`config.mk`:
```
export PLATFORM = sky130hd
export DESIGN_NAME = proc_load_ctrl
export DESIGN_NICKNAME = d
export VERILOG_FILES = /design/src/rtl/proc_harness_pkg.sv /design/src/rtl/run_watchdog.sv /design/src/rtl/proc_load_ctrl.sv
export SDC_FILE = /design/constraint.sdc
export NUM_CORES = 1
export LEC_CHECK = 0
export BUFFER_PORTS_ARGS = -buffer_cell sky130_fd_sc_hd__buf_4
export CAP_MARGIN = 20
export CORE_MARGIN = 2
export CORE_UTILIZATION = 44
export CTS_CLUSTER_DIAMETER = 50
export DETAILED_ROUTE_END_ITERATION = 12
export PLACE_DENSITY = 0.76
export SLEW_MARGIN = 0
export SYNTH_ARGS = -nofsm -noshare
export SYNTH_HDL_FRONTEND = slang
export SYNTH_SLANG_ARGS = --single-unit
export TNS_END_PERCENT = 30
```
`constraint.sdc`:
```
create_clock -name clk -period 2.3 [get_ports clk]
set_input_delay 0.345 -clock clk [delete_from_list [all_inputs] [get_ports clk]]
set_output_delay 0.345 -clock clk [all_outputs]
set_load 0.1 [all_outputs]
```
`src/rtl/proc_harness_pkg.sv`:
```
// Shared types for the load-and-run harness.
// State encoding and memory select constants.
package proc_harness_pkg;

  typedef enum logic [2:0] {
    ST_IDLE,
    ST_LOAD,
    ST_FLUSH,
    ST_RUN,
    ST_DONE,
    ST_TIMEOUT
  } state_e;

  localparam logic SEL_INSTR = 1'b0;
  localparam logic SEL_DATA  = 1'b1;

  function automatic logic is_busy(
    input state_e s
  );
    return (s == ST_LOAD) ||
           (s == ST_FLUSH) ||
           (s == ST_RUN);
  endfunction

  function automatic logic is_loading(
    input state_e s
  );
    return (s == ST_IDLE) ||
           (s == ST_LOAD);
  endfunction

endpackage

```
`src/rtl/run_watchdog.sv`:
```
// RUN-cycle counter with clear/enable.
// Flags the cycle whose completion reaches MAX_CYCLES.
module run_watchdog #(
  parameter int CNT_W      = 16,
  parameter int MAX_CYCLES = 1000
) (
  input  logic             clk,
  input  logic             rst,
  input  logic             clr,
  input  logic             en,
  output logic [CNT_W-1:0] count_inc,
  output logic             expired
);

  localparam logic [CNT_W-1:0] LIMIT =
    CNT_W'(MAX_CYCLES);

  logic [CNT_W-1:0] cnt_q;
  logic [CNT_W-1:0] cnt_d;

  assign count_inc = cnt_q + 1'b1;
  assign expired   = en &&
                     (count_inc == LIMIT);

  always_comb begin
    cnt_d = cnt_q;
    if (clr) begin
      cnt_d = '0;
    end else if (en) begin
      cnt_d = count_inc;
    end
  end

  always_ff @(posedge clk) begin
    if (rst) begin
      cnt_q <= '0;
    end else begin
      cnt_q <= cnt_d;
    end
  end

endmodule

```
`src/rtl/proc_load_ctrl.sv`:
```
// Preloads instr/data memories from a beat stream,
// then runs the core and captures result or timeout.
module proc_load_ctrl
  import proc_harness_pkg::*;
#(
  parameter int ADDR_W     = 10,
  parameter int DATA_W     = 32,
  parameter int CNT_W      = 16,
  parameter int MAX_CYCLES = 1000
) (
  input  logic              clk,
  input  logic              rst,
  input  logic              s_valid,
  output logic              s_ready,
  input  logic              s_sel,
  input  logic [ADDR_W-1:0] s_addr,
  input  logic [DATA_W-1:0] s_data,
  input  logic              s_last,
  input  logic              clear,
  output logic              core_rst,
  output logic [ADDR_W-1:0] instr_addr,
  output logic [DATA_W-1:0] instr,
  output logic              ins_we,
  output logic [ADDR_W-1:0] data_addr,
  output logic [DATA_W-1:0] data,
  output logic              data_we,
  input  logic              done,
  input  logic [DATA_W-1:0] processor_out,
  output logic              busy,
  output logic              result_valid,
  output logic [DATA_W-1:0] result,
  output logic [CNT_W-1:0]  cycles,
  output logic              timeout_err
);

  localparam logic [CNT_W-1:0] LIMIT =
    CNT_W'(MAX_CYCLES);

  state_e state_q, state_d;

  logic              core_rst_q, core_rst_d;
  logic [ADDR_W-1:0] ia_q, ia_d;
  logic [DATA_W-1:0] id_q, id_d;
  logic              iwe_q, iwe_d;
  logic [ADDR_W-1:0] da_q, da_d;
  logic [DATA_W-1:0] dd_q, dd_d;
  logic              dwe_q, dwe_d;
  logic              busy_q, busy_d;
  logic              rv_q, rv_d;
  logic [DATA_W-1:0] res_q, res_d;
  logic [CNT_W-1:0]  cyc_q, cyc_d;
  logic              to_q, to_d;

  logic             accept;
  logic             in_run;
  logic [CNT_W-1:0] wd_inc;
  logic             wd_exp;

  assign in_run  = (state_q == ST_RUN);
  assign s_ready = is_loading(state_q) &
                   ~clear & ~rst;
  assign accept  = s_valid & s_ready;

  run_watchdog #(
    .CNT_W      (CNT_W),
    .MAX_CYCLES (MAX_CYCLES)
  ) u_wd (
    .clk       (clk),
    .rst       (rst),
    .clr       (~in_run),
    .en        (in_run),
    .count_inc (wd_inc),
    .expired   (wd_exp)
  );

  always_comb begin
    state_d = state_q;
    ia_d    = ia_q;
    id_d    = id_q;
    iwe_d   = 1'b0;
    da_d    = da_q;
    dd_d    = dd_q;
    dwe_d   = 1'b0;
    rv_d    = rv_q;
    res_d   = res_q;
    cyc_d   = cyc_q;
    to_d    = to_q;

    if (accept) begin
      if (s_sel == SEL_DATA) begin
        da_d  = s_addr;
        dd_d  = s_data;
        dwe_d = 1'b1;
      end else begin
        ia_d  = s_addr;
        id_d  = s_data;
        iwe_d = 1'b1;
      end
    end

    if (clear) begin
      state_d = ST_IDLE;
    end else begin
      case (state_q)
        ST_IDLE: begin
          if (accept) begin
            rv_d    = 1'b0;
            to_d    = 1'b0;
            res_d   = '0;
            cyc_d   = '0;
            state_d = s_last ? ST_FLUSH
                             : ST_LOAD;
          end
        end
        ST_LOAD: begin
          if (accept && s_last) begin
            state_d = ST_FLUSH;
          end
        end
        ST_FLUSH: begin
          state_d = ST_RUN;
        end
        ST_RUN: begin
          // done beats the limit when both land
          if (done) begin
            state_d = ST_DONE;
            res_d   = processor_out;
            cyc_d   = wd_inc;
            rv_d    = 1'b1;
          end else if (wd_exp) begin
            state_d = ST_TIMEOUT;
            cyc_d   = LIMIT;
            to_d    = 1'b1;
          end
        end
        ST_DONE, ST_TIMEOUT: begin
          state_d = state_q;
        end
        default: begin
          state_d = ST_IDLE;
        end
      endcase
    end

    core_rst_d = (state_d != ST_RUN);
    busy_d     = is_busy(state_d);
  end

  always_ff @(posedge clk) begin
    if (rst) begin
      state_q    <= ST_IDLE;
      core_rst_q <= 1'b1;
      ia_q       <= '0;
      id_q       <= '0;
      iwe_q      <= 1'b0;
      da_q       <= '0;
      dd_q       <= '0;
      dwe_q      <= 1'b0;
      busy_q     <= 1'b0;
      rv_q       <= 1'b0;
      res_q      <= '0;
      cyc_q      <= '0;
      to_q       <= 1'b0;
    end else begin
      state_q    <= state_d;
      core_rst_q <= core_rst_d;
      ia_q       <= ia_d;
      id_q       <= id_d;
      iwe_q      <= iwe_d;
      da_q       <= da_d;
      dd_q       <= dd_d;
      dwe_q      <= dwe_d;
      busy_q     <= busy_d;
      rv_q       <= rv_d;
      res_q      <= res_d;
      cyc_q      <= cyc_d;
      to_q       <= to_d;
    end
  end

  assign core_rst     = core_rst_q;
  assign instr_addr   = ia_q;
  assign instr        = id_q;
  assign ins_we       = iwe_q;
  assign data_addr    = da_q;
  assign data         = dd_q;
  assign data_we      = dwe_q;
  assign busy         = busy_q;
  assign result_valid = rv_q;
  assign result       = res_q;
  assign cycles       = cyc_q;
  assign timeout_err  = to_q;

endmodule

```
After elaboration in Yosys (flattened, before gate mapping)
Index checks and enable logic that the tools add are counted.
{ "totals": {"out_inout_bits": 139, "register_bits": 157, "in_bits": 81} }
{ "op_classes": {"bitwise_logic": 8, "n_reduce_logical": 15, "mux": 22, "add_sub_neg": 1, "n_eq_ne": 15} }
{ "ops": {"columns": ["cell", "count"], "rows": [
  ["$mux 32", 2],
  ["$pmux 32 s2", 1],
  ["$mux 16", 3],
  ["$pmux 16 s2", 1],
  ["$add 16x1->16 const B", 1],
  ["$eq 16x10->1 const B", 1],
  ["$mux 3", 5],
  ["$pmux 3 s5", 1],
  ["$eq 3x2->1 const B", 4],
  ["$ne 2x2->1 const B", 4],
  ["$reduce_and 4->1", 2],
  ["$eq 3x1->1 const B", 2],
  ["$eq 3x3->1 const B", 2],
  ["$mux 1", 6],
  ["$reduce_or 2->1", 3],
  ["$not 1->1", 5],
  ["$reduce_and 5->1", 1],
  ["$pmux 1 s2", 2],
  ["$reduce_and 2->1", 2],
  ["$and 1x1->1", 3],
  ["$logic_not 3->1", 1],
  ["$logic_or 1x1->1", 3],
  ["$ne 3x2->1 const B", 1],
  ["$ne 3x3->1 const B", 1],
  ["3 further kinds", 4]
]} }

Logic depth before layout (Yosys ltp)
Gate-level depths: netlist of run 1.
{ "logic_depth": {"word_depth": 12, "mapped_depth": 9} }

By module
A second synthesis of run 1 with hierarchy kept.
{ "hier_totals": {"hier_cells": 786, "area_unflattened_um2": 6647.6} }
{ "modules_own_cells": {"columns": ["mod", "instances", "cells_per_inst", "area_each_um2"], "rows": [
  ["proc_load_ctrl", 1, 655, 5526.6],
  ["run_watchdog", 1, 131, 1121.1]
]} }

Least setup slack after synthesis of run 1
No wires, ideal clock.
{ "synth_path": {"path_kind": "register to register", "start": "register state_q[2]", "end": "register dd_q[12] (netlist: data[12])", "setup_ps": 70, "path_stages_with_launch": 8, "path_buffers": 2, "arrival_ps": 5053, "slack_ps": -2823, "period_less_slack_ps": 5123, "cell_sequence": "dfxtp_1 > clkbuf_1 > nor4_1 > nand3_1 > clkinv_1 > buf_1 > nand2_1 > a21oi_1"} }
{ "synth_via": {"elab_chain_cells": 6, "elab_cells_between_ends": 7} }
{ "synth_rtl": {"columns": ["element", "line", "source"], "rows": [
  ["start, declared", "proc_load_ctrl.sv:39", "state_e state_q, state_d;"],
  ["start signal, assigned", "proc_load_ctrl.sv:165", "state_q <= state_d;"],
  ["$eq 3x1->1 or $logic_not 3->1 (tied branches)", "proc_harness_pkg.sv:29, proc_harness_pkg.sv:28", null],
  ["$logic_or 1x1->1 (*)", "proc_harness_pkg.sv:28", "return (s == ST_IDLE) ||"],
  ["$and 1x1->1 (*)", "proc_load_ctrl.sv:60", "assign s_ready = is_loading(state_q) &"],
  ["$and 1x1->1 (*)", "proc_load_ctrl.sv:61", "~clear & ~rst;"],
  ["via s_ready", "proc_load_ctrl.sv:14", "output logic s_ready,"],
  ["$and 1x1->1 (*)", "proc_load_ctrl.sv:62", "assign accept = s_valid & s_ready;"],
  ["$reduce_and 2->1 (no line) (*)", null, null],
  ["end signal, assigned", "proc_load_ctrl.sv:157", "dd_q <= '0;"],
  ["end signal, assigned", "proc_load_ctrl.sv:171", "dd_q <= dd_d;"],
  ["end, declared", "proc_load_ctrl.sv:46", "logic [DATA_W-1:0] dd_q, dd_d;"]
]} }
Mark *: on every way through the listed nets, which the timed path passes. The rest lies on a longest branch.
A chain may end at the register's enable or synchronous reset.

Final worst setup path of run 1
{ "layout_path": {"start": "register u_wd.cnt_q[4]", "end": "register cyc_q[11] (netlist: cycles[11])"} }
{ "layout_via": {"elab_chain_cells": 5, "elab_cells_between_ends": 7} }
{ "layout_rtl": {"columns": ["element", "line", "source"], "rows": [
  ["start, declared", "run_watchdog.sv:18", "logic [CNT_W-1:0] cnt_q;"],
  ["start signal, assigned", "run_watchdog.sv:38", "cnt_q <= cnt_d;"],
  ["$add 16x1->16 (*)", "run_watchdog.sv:21", "assign count_inc = cnt_q + 1'b1;"],
  ["$eq 16x10->1", "run_watchdog.sv:23", "(count_inc == LIMIT);"],
  ["$logic_and 1x1->1", "run_watchdog.sv:22", "assign expired = en &&"],
  ["$ne 3x3->1 (no line)", null, null],
  ["$reduce_and 4->1 (no line)", null, null],
  ["end signal, assigned", "proc_load_ctrl.sv:176", "cyc_q <= cyc_d;"],
  ["end, declared", "proc_load_ctrl.sv:51", "logic [CNT_W-1:0] cyc_q, cyc_d;"]
]} }
Every way passes the cells marked *; elsewhere a longest branch is shown, timed or not.

==> results.py, run 1 <==
metrics = {
    "hold_path": {
        "hold_depth": 2,
        "hold_class": "in -> reg",
    },
    "final_layout": {
        "fin_nets": 988,
        "regArea_um2": 3150,
        "multiInputGateArea_um2": 2490,
        "post-route-util_pct": 67.0,
        "antenna-diode-count": 0,
        "fin_area_um2": 8530,
        "fillers": 1063,
        "syn2layout_area_growth_pct": 47.5,
        "stdcell_count": 1090,
        "layout-drive-gt1-share_pct": 34.6,
    },
    "logic_synthesis": {
        "synth_edf_count": 0,
        "syn_nets": 755,
        "synth_top_area_share_pct": 54.4,
        "ys_top_cells_by_area": "dfxtp_1 54%, nand2_1 12%, a21oi_1 8.2%",
        "netlist_area_um2": 5780,
        "seq_area_frac_synth_pct": 54.4,
        "synth_cell_types": 50,
        "netlist_instances": 673,
        "syn_avg_cell_area_um2": 8.59,
        "ys_ff_latch": 157,
        "synth_ff_type": "dfxtp_1",
        "synth.largest_area_cell": "dfxtp_1",
        "synth_warnings": 0,
        "async_reset_ff_share_pct": 0,
    },
    "detailed_routing": {
        "wl_per_cell_um": 15.3,
        "routed_wl_um": 16600,
        "first_iter_violations": 451,
        "via_per_inst": 5.15,
        "ant_nets": 0,
        "firstDrtPassIters": 5,
        "num_vias": 5614,
        "drcViolationCount": 0,
    },
    "global_route": {
        "grt_use_total_pct": 23.2,
        "antenna_found_initial": 0,
        "grt.overflow.total": 0,
        "grt_max_degree": 53,
        "grt_pass1_wl_um": 26200,
        "first_global_vias": 5269,
    },
    "timing": {
        "fin_crit_ns": 2.22,
        "worst_pin_slew_ns": 0.554,
        "slew_headroom_pct": 62.9,
        "layout_setup_ws_ns": 0.0782,
        "drv_slew": 0,
        "hold_viol_final": 0,
        "fmax_mhz": 450,
        "fin_worst_skew_ns": 0.00612,
        "setup_viol_count_final": 0,
        "fin_crit_sh_pct": 96.6,
    },
    "clock_network": {
        "cts_htree_levels": 4,
        "clk_pin_slew_worst_paths_ns": 0.06,
        "numCtsBuffers": 17,
        "clk-insertion-delay-late_ns": 0.42,
        "clkSinkCount": 157,
        "cts_root_buf": "clkbuf_16",
        "cts_tree": "built",
        "cts_max_path_buffers": 2,
        "hold_buffers": 0,
    },
    "critical_path": {
        "cp-start-kind": "flop",
        "r2r_cells": 8,
        "crit_type": "reg -> reg",
        "critPathMaxFanout": 16,
        "required_ns": 2.61,
        "worstPathArrival_ns": 2.53,
        "setup.worst_path.end_class": "flop",
    },
    "floorplanning": {
        "core_um2": 12700,
        "dieArea_um2": 14100,
        "die-width_um": 119,
        "die_height_um": 119,
        "ios": 220,
        "rows": 41,
        "start_util_pct": 45.4,
    },
    "place": {
        "dpl.cell_count": 1057,
        "io_buffers": 219,
        "dpl_cell_area_um2": 7820,
        "dp_hpwl_um": 11400,
        "preCtsSetupSlack_ns": 0.0538,
        "gp_congestion": 0.881,
    },
    "power_and_ir_drop": {
        "power_density_nw_per_um2": 743,
        "ir_drop_uv": 457,
        "leakagePower_uw": 0.00363,
        "fin_total_pwr_uw": 6330,
    },
    "run_status": {
        "status": "completed",
    },
    "job": {
        "maxCapViolCount": 0,
    },
}
[worst max-delay path, stage by stage, from the launching register on]
cell,delay (ns)
dfxtp_1,0.38
buf_4,0.16
nand3_1,0.10
or4_1,0.48
o211a_1,0.12
a2111o_1,0.31
or2_4,0.25
buf_12,0.15
a21o_1,0.16
[cells by family (layout without fill, tap and decap cells)]
| family | Yosys count | count (layout) | synth area share (%) |
|---|---|---|---|
| AND/OR/NAND/NOR | 274 | 274 | 20.5 |
| AO/OA/AOI/OAI | 172 | 172 | 18.7 |
| flip-flops | 157 | 157 | 54.4 |
| buffers and inverters | 55 | 300 | 4.03 |
| XOR/XNOR | 14 | 14 | 2.12 |
| adder cells (fa/ha/maj) | 1 | 1 | 0.216 |
[metrics by stage]
stage	hold slack [ns]	TNS (ns)
floorplan	0.449	-20.98
global placement	0.434	0
detailed placement	0.440	0
CTS	0.114	0
global route	0.117	-0.0601
finish	0.137	0
[cell usage after synthesis, drive strengths merged (3+ instances only)]
cell type	number
a21o	8
a21oi	95
a22o	32
a31oi	4
and3	3
buf	16
clkbuf	30
dfxtp	157
inv	7
nand2	179
nand2b	11
nand3	10
nand4	4
nor2	38
nor3	7
nor4	3
o21ai	4
o22ai	13
o31ai	3
or2	3
or3	4
xnor2	11
xor2	3
[timing repair]
item | in CTS | in global routing
hold endpoints to repair | 0 | 0
setup buffers | 0 | 2
endpoints found under the setup margin | 0 | 18
resized for setup | 0 | 20
[worst paths after layout]
path                                               start                       to  slack, ns
worst max register to register  u_wd.cnt_q[4]$_SDFF_PP0_  cycles[11]$_SDFFE_PP0P_       0.08
worst min register to register     data[28]$_SDFFE_PP0P_    data[28]$_SDFFE_PP0P_       0.45
worst min-delay path                   processor_out[22]  result[22]$_SDFFE_PP0P_       0.14
worst max-delay path            u_wd.cnt_q[4]$_SDFF_PP0_  cycles[11]$_SDFFE_PP0P_       0.08
[metal layers]
layer / GRT usage, % / part of all wire [%] / up-vias
met4: 6.99 / 1.2 / 0
li1: - / - / 2766
met3: 6.95 / 7.5 / 14
met1: 30.1 / 45 / 2596
met5: 0 / 0 / -
met2: 37.2 / 47 / 238
[where the power goes]
part           total, µW  internal (µW)  switching (µW)
clock               2920           1860            1060
combinational        628            185             443
sequential          2780           2760            23.6
total               6330           4810            1520
[flip-flops by register name, indices dropped and copies added (netlist names)]
| register | flops |
|---|---|
| busy | 1 |
| core_rst | 1 |
| cycles | 16 |
| data | 32 |
| data_addr | 10 |
| data_we | 1 |
| ins_we | 1 |
| instr | 32 |
| instr_addr | 10 |
| result | 32 |
| result_valid | 1 |
| state_q | 3 |
| timeout_err | 1 |
| u_wd.cnt_q | 16 |
[placed cells by master (no fill, tap or decap), types with 3 or more instances in the layout]
cell type,count
o21ai_0,4
clkbuf_16,17
nand4_1,3
a21o_1,8
buf_4,256
a21oi_1,94
or3_1,4
dfxtp_2,9
nand2b_1,11
dfxtp_1,148
xnor2_1,11
inv_1,7
nand2_1,179
o31ai_1,3
nand3_1,8
nor2_1,38
nor3_1,3
clkinv_2,5
a31oi_1,4
a22o_1,32
o22ai_1,13
bufinv_16,4
and3_1,3
nor3_2,3
xor2_1,3
buf_12,4
[layout make-up]
class	instances	area share, %
sequential	157	37.0
multi-input combinational	461	29.2
timing repair buffer	260	23.5
clock buffer	20	5.36
tap	172	2.52
clock inverter	11	1.94
inverter	9	0.470
Power figures use the tool's default switching activity.
==> run 2: changes to the inputs <==
==> constraint.sdc (replaced) <==
create_clock -name clk -period 2.3 [get_ports clk]
set_input_delay 0.46 -clock clk [delete_from_list [all_inputs] [get_ports clk]]
set_output_delay 0.46 -clock clk [all_outputs]
set_load 0.1 [all_outputs]
==> run 2 against run 1 <==
Maximum frequency is essentially flat; hold slack gained 0.11 ns; non-clock buffer count grew 2; die area is the same; cell count grew 0.18%; global-route usage shrank 0.30 points; largest power group unchanged.
==> results.py, run 2 (synthesized netlist as in run 1, its figures left out) <==
metrics = {
    "power_and_ir_drop": {
        "netSwitchingFraction_pct": 24.4,
        "p_int_uw": 4750,
        "fin_total_pwr_uw": 6290,
        "pwr-share-seq_pct": 44.2,
        "power_density_nw_per_um2": 738,
        "clkPwrFrac_pct": 45.8,
        "ir_drop_uv": 429,
        "combPwrFrac_pct": 10.0,
        "p_sw_uw": 1540,
        "leakagePower_uw": 0.00365,
    },
    "place": {
        "dpl.cell_count": 1057,
        "io_buffers": 219,
        "preCtsSetupSlack_ns": 0.0315,
        "gp_congestion": 0.949,
        "dp_hpwl_um": 11500,
    },
    "detailed_routing": {
        "routed_wl_um": 16600,
        "wl_per_cell_um": 15.2,
        "ant_nets": 0,
        "first_iter_violations": 448,
        "firstDrtPassIters": 5,
        "drcViolationCount": 0,
        "via_per_inst": 5.16,
        "num_vias": 5635,
    },
    "critical_path": {
        "worstPathCellList": "ha_2 > nand3_1 > nor3_4 > xor2_1 > or4b_4 > or2_4 > buf_12 > a21o_1",
        "required_ns": 2.61,
        "worstPathArrival_ns": 2.53,
        "critPathMaxFanout": 16,
        "setup.worst_path.end_class": "flop",
        "slowest_stage": "or4b_4",
        "critical-path-max-stage-delay_ns": 0.54,
        "crit_type": "reg -> reg",
        "cp-start-kind": "flop",
    },
    "final_layout": {
        "layout-drive-gt1-share_pct": 34.5,
        "multiInputGateArea_um2": 2500,
        "regArea_um2": 3150,
        "stdcell_count": 1092,
        "fin_nets": 990,
        "final_cell_mix": "259 x buf_4, 179 x nand2_1, 150 x dfxtp_1, 94 x a21oi_1, 38 x nor2_1",
        "syn2layout_area_growth_pct": 47.5,
        "final_common_cell": "buf_4",
        "fillers": 1071,
        "antenna-diode-count": 0,
    },
    "clock_network": {
        "cts_htree_levels": 4,
        "clkSinkCount": 157,
        "cts_root_buf": "clkbuf_16",
        "numCtsBuffers": 17,
        "cts_tree": "built",
        "clk-insertion-delay-late_ns": 0.42,
        "cts_max_path_buffers": 2,
        "clk_pin_slew_worst_paths_ns": 0.06,
    },
    "timing": {
        "slew_headroom_pct": 60.1,
        "fin_worst_skew_ns": 0.00660,
        "layout_setup_ws_ns": 0.0783,
        "setup_viol_count_final": 0,
        "fmax_mhz": 450,
        "fin_crit_sh_pct": 96.6,
        "hold_viol_final": 0,
        "fin_crit_ns": 2.22,
        "drv_slew": 0,
        "worst_pin_slew_ns": 0.598,
    },
    "job": {
        "maxCapViolCount": 0,
    },
    "floorplanning": {
        "ios": 220,
        "die_height_um": 119,
        "die-width_um": 119,
        "core_um2": 12700,
        "dieArea_um2": 14100,
        "start_util_pct": 45.4,
        "rows": 41,
    },
    "global_route": {
        "grt_max_degree": 59,
        "first_global_vias": 5213,
        "grt_pass1_wl_um": 25900,
        "grt_use_total_pct": 22.9,
        "grt.overflow.total": 0,
        "antenna_found_initial": 0,
    },
    "hold_path": {
        "hold_class": "in -> reg",
    },
    "run_status": {
        "status": "completed",
    },
}
==> run 2: cell types whose count changed in the layout (fill, tap and decap cells not counted), sizes merged <==
cell / delta
clkbuf: +1
buf: +2
clkinvlp: +2
clkinv: -2
bufinv: -1
==> run 2: per-layer routing <==
layer / part of all wire [%] / wire [µm] / track usage [%] / vias up
met4: 1.8 / 301 / 8.48 / 0
met3: 7.6 / 1260 / 5.94 / 24
li1: - / - / - / 2766
met1: 43 / 7200 / 29.0 / 2601
met2: 47 / 7810 / 37.4 / 244
met5: 0 / 0 / 0 / -
==> run 2: what timing repair did <==
item	4_1_cts	5_1_grt
hold buffers	0	0
setup buffers	0	4
resized for setup	0	20
setup endpoints to repair	0	20
==> run 2: power by group through the flow <==
stage	clock network (µW)	registers [µW]	logic, µW
after floorplan	0	3110	137
after global placement	0	2840	623
after detailed placement	0	2840	628
after CTS	2930	2780	629
after global routing	3050	2780	657
final	2880	2780	627
==> run 2: area by class of cell <==
| type | count | area share (%) |
|---|---|---|
| inverter | 9 | 0.470 |
| tap | 172 | 2.52 |
| clock inverter | 10 | 1.60 |
| multi-input combinational | 461 | 29.3 |
| sequential | 157 | 37.0 |
| timing repair buffer | 262 | 23.5 |
| clock buffer | 21 | 5.63 |
==> run 2: critical path: cells and delay by family, from the launching register on <==
family | cells | cell delay [ns]
simple gates | 4 | 1.10
compound gates | 1 | 0.15
fa+ha+maj | 1 | 0.23
flops | 1 | 0.38
xor+xnor | 1 | 0.10
buf+inv | 1 | 0.15
==> run 2: path summary, 6_finish.rpt <==
kind,start,end,slack (ns),depth (start not counted)
worst max-delay path,u_wd.cnt_q[0]$_SDFF_PP0_,cycles[0]$_SDFFE_PP0P_,0.08,8
worst min-delay path,processor_out[21],result[21]$_SDFFE_PP0P_,0.25,2
worst max register to register,u_wd.cnt_q[0]$_SDFF_PP0_,cycles[0]$_SDFFE_PP0P_,0.08,8
worst min register to register,data[20]$_SDFFE_PP0P_,data[20]$_SDFFE_PP0P_,0.45,2
==> run 2: through the flow <==
stage	cell area (µm²)	util [%]	TNS (ns)	hold WS (ns)
finish	8530	67.0	0	0.246
global route	8530	67.0	-0.0924	0.234
global placement	7810	61.4	0	0.437
detailed placement	7810	61.4	0	0.447
floorplan	5900	-	-31.18	0.449
CTS	8420	66.2	0	0.227
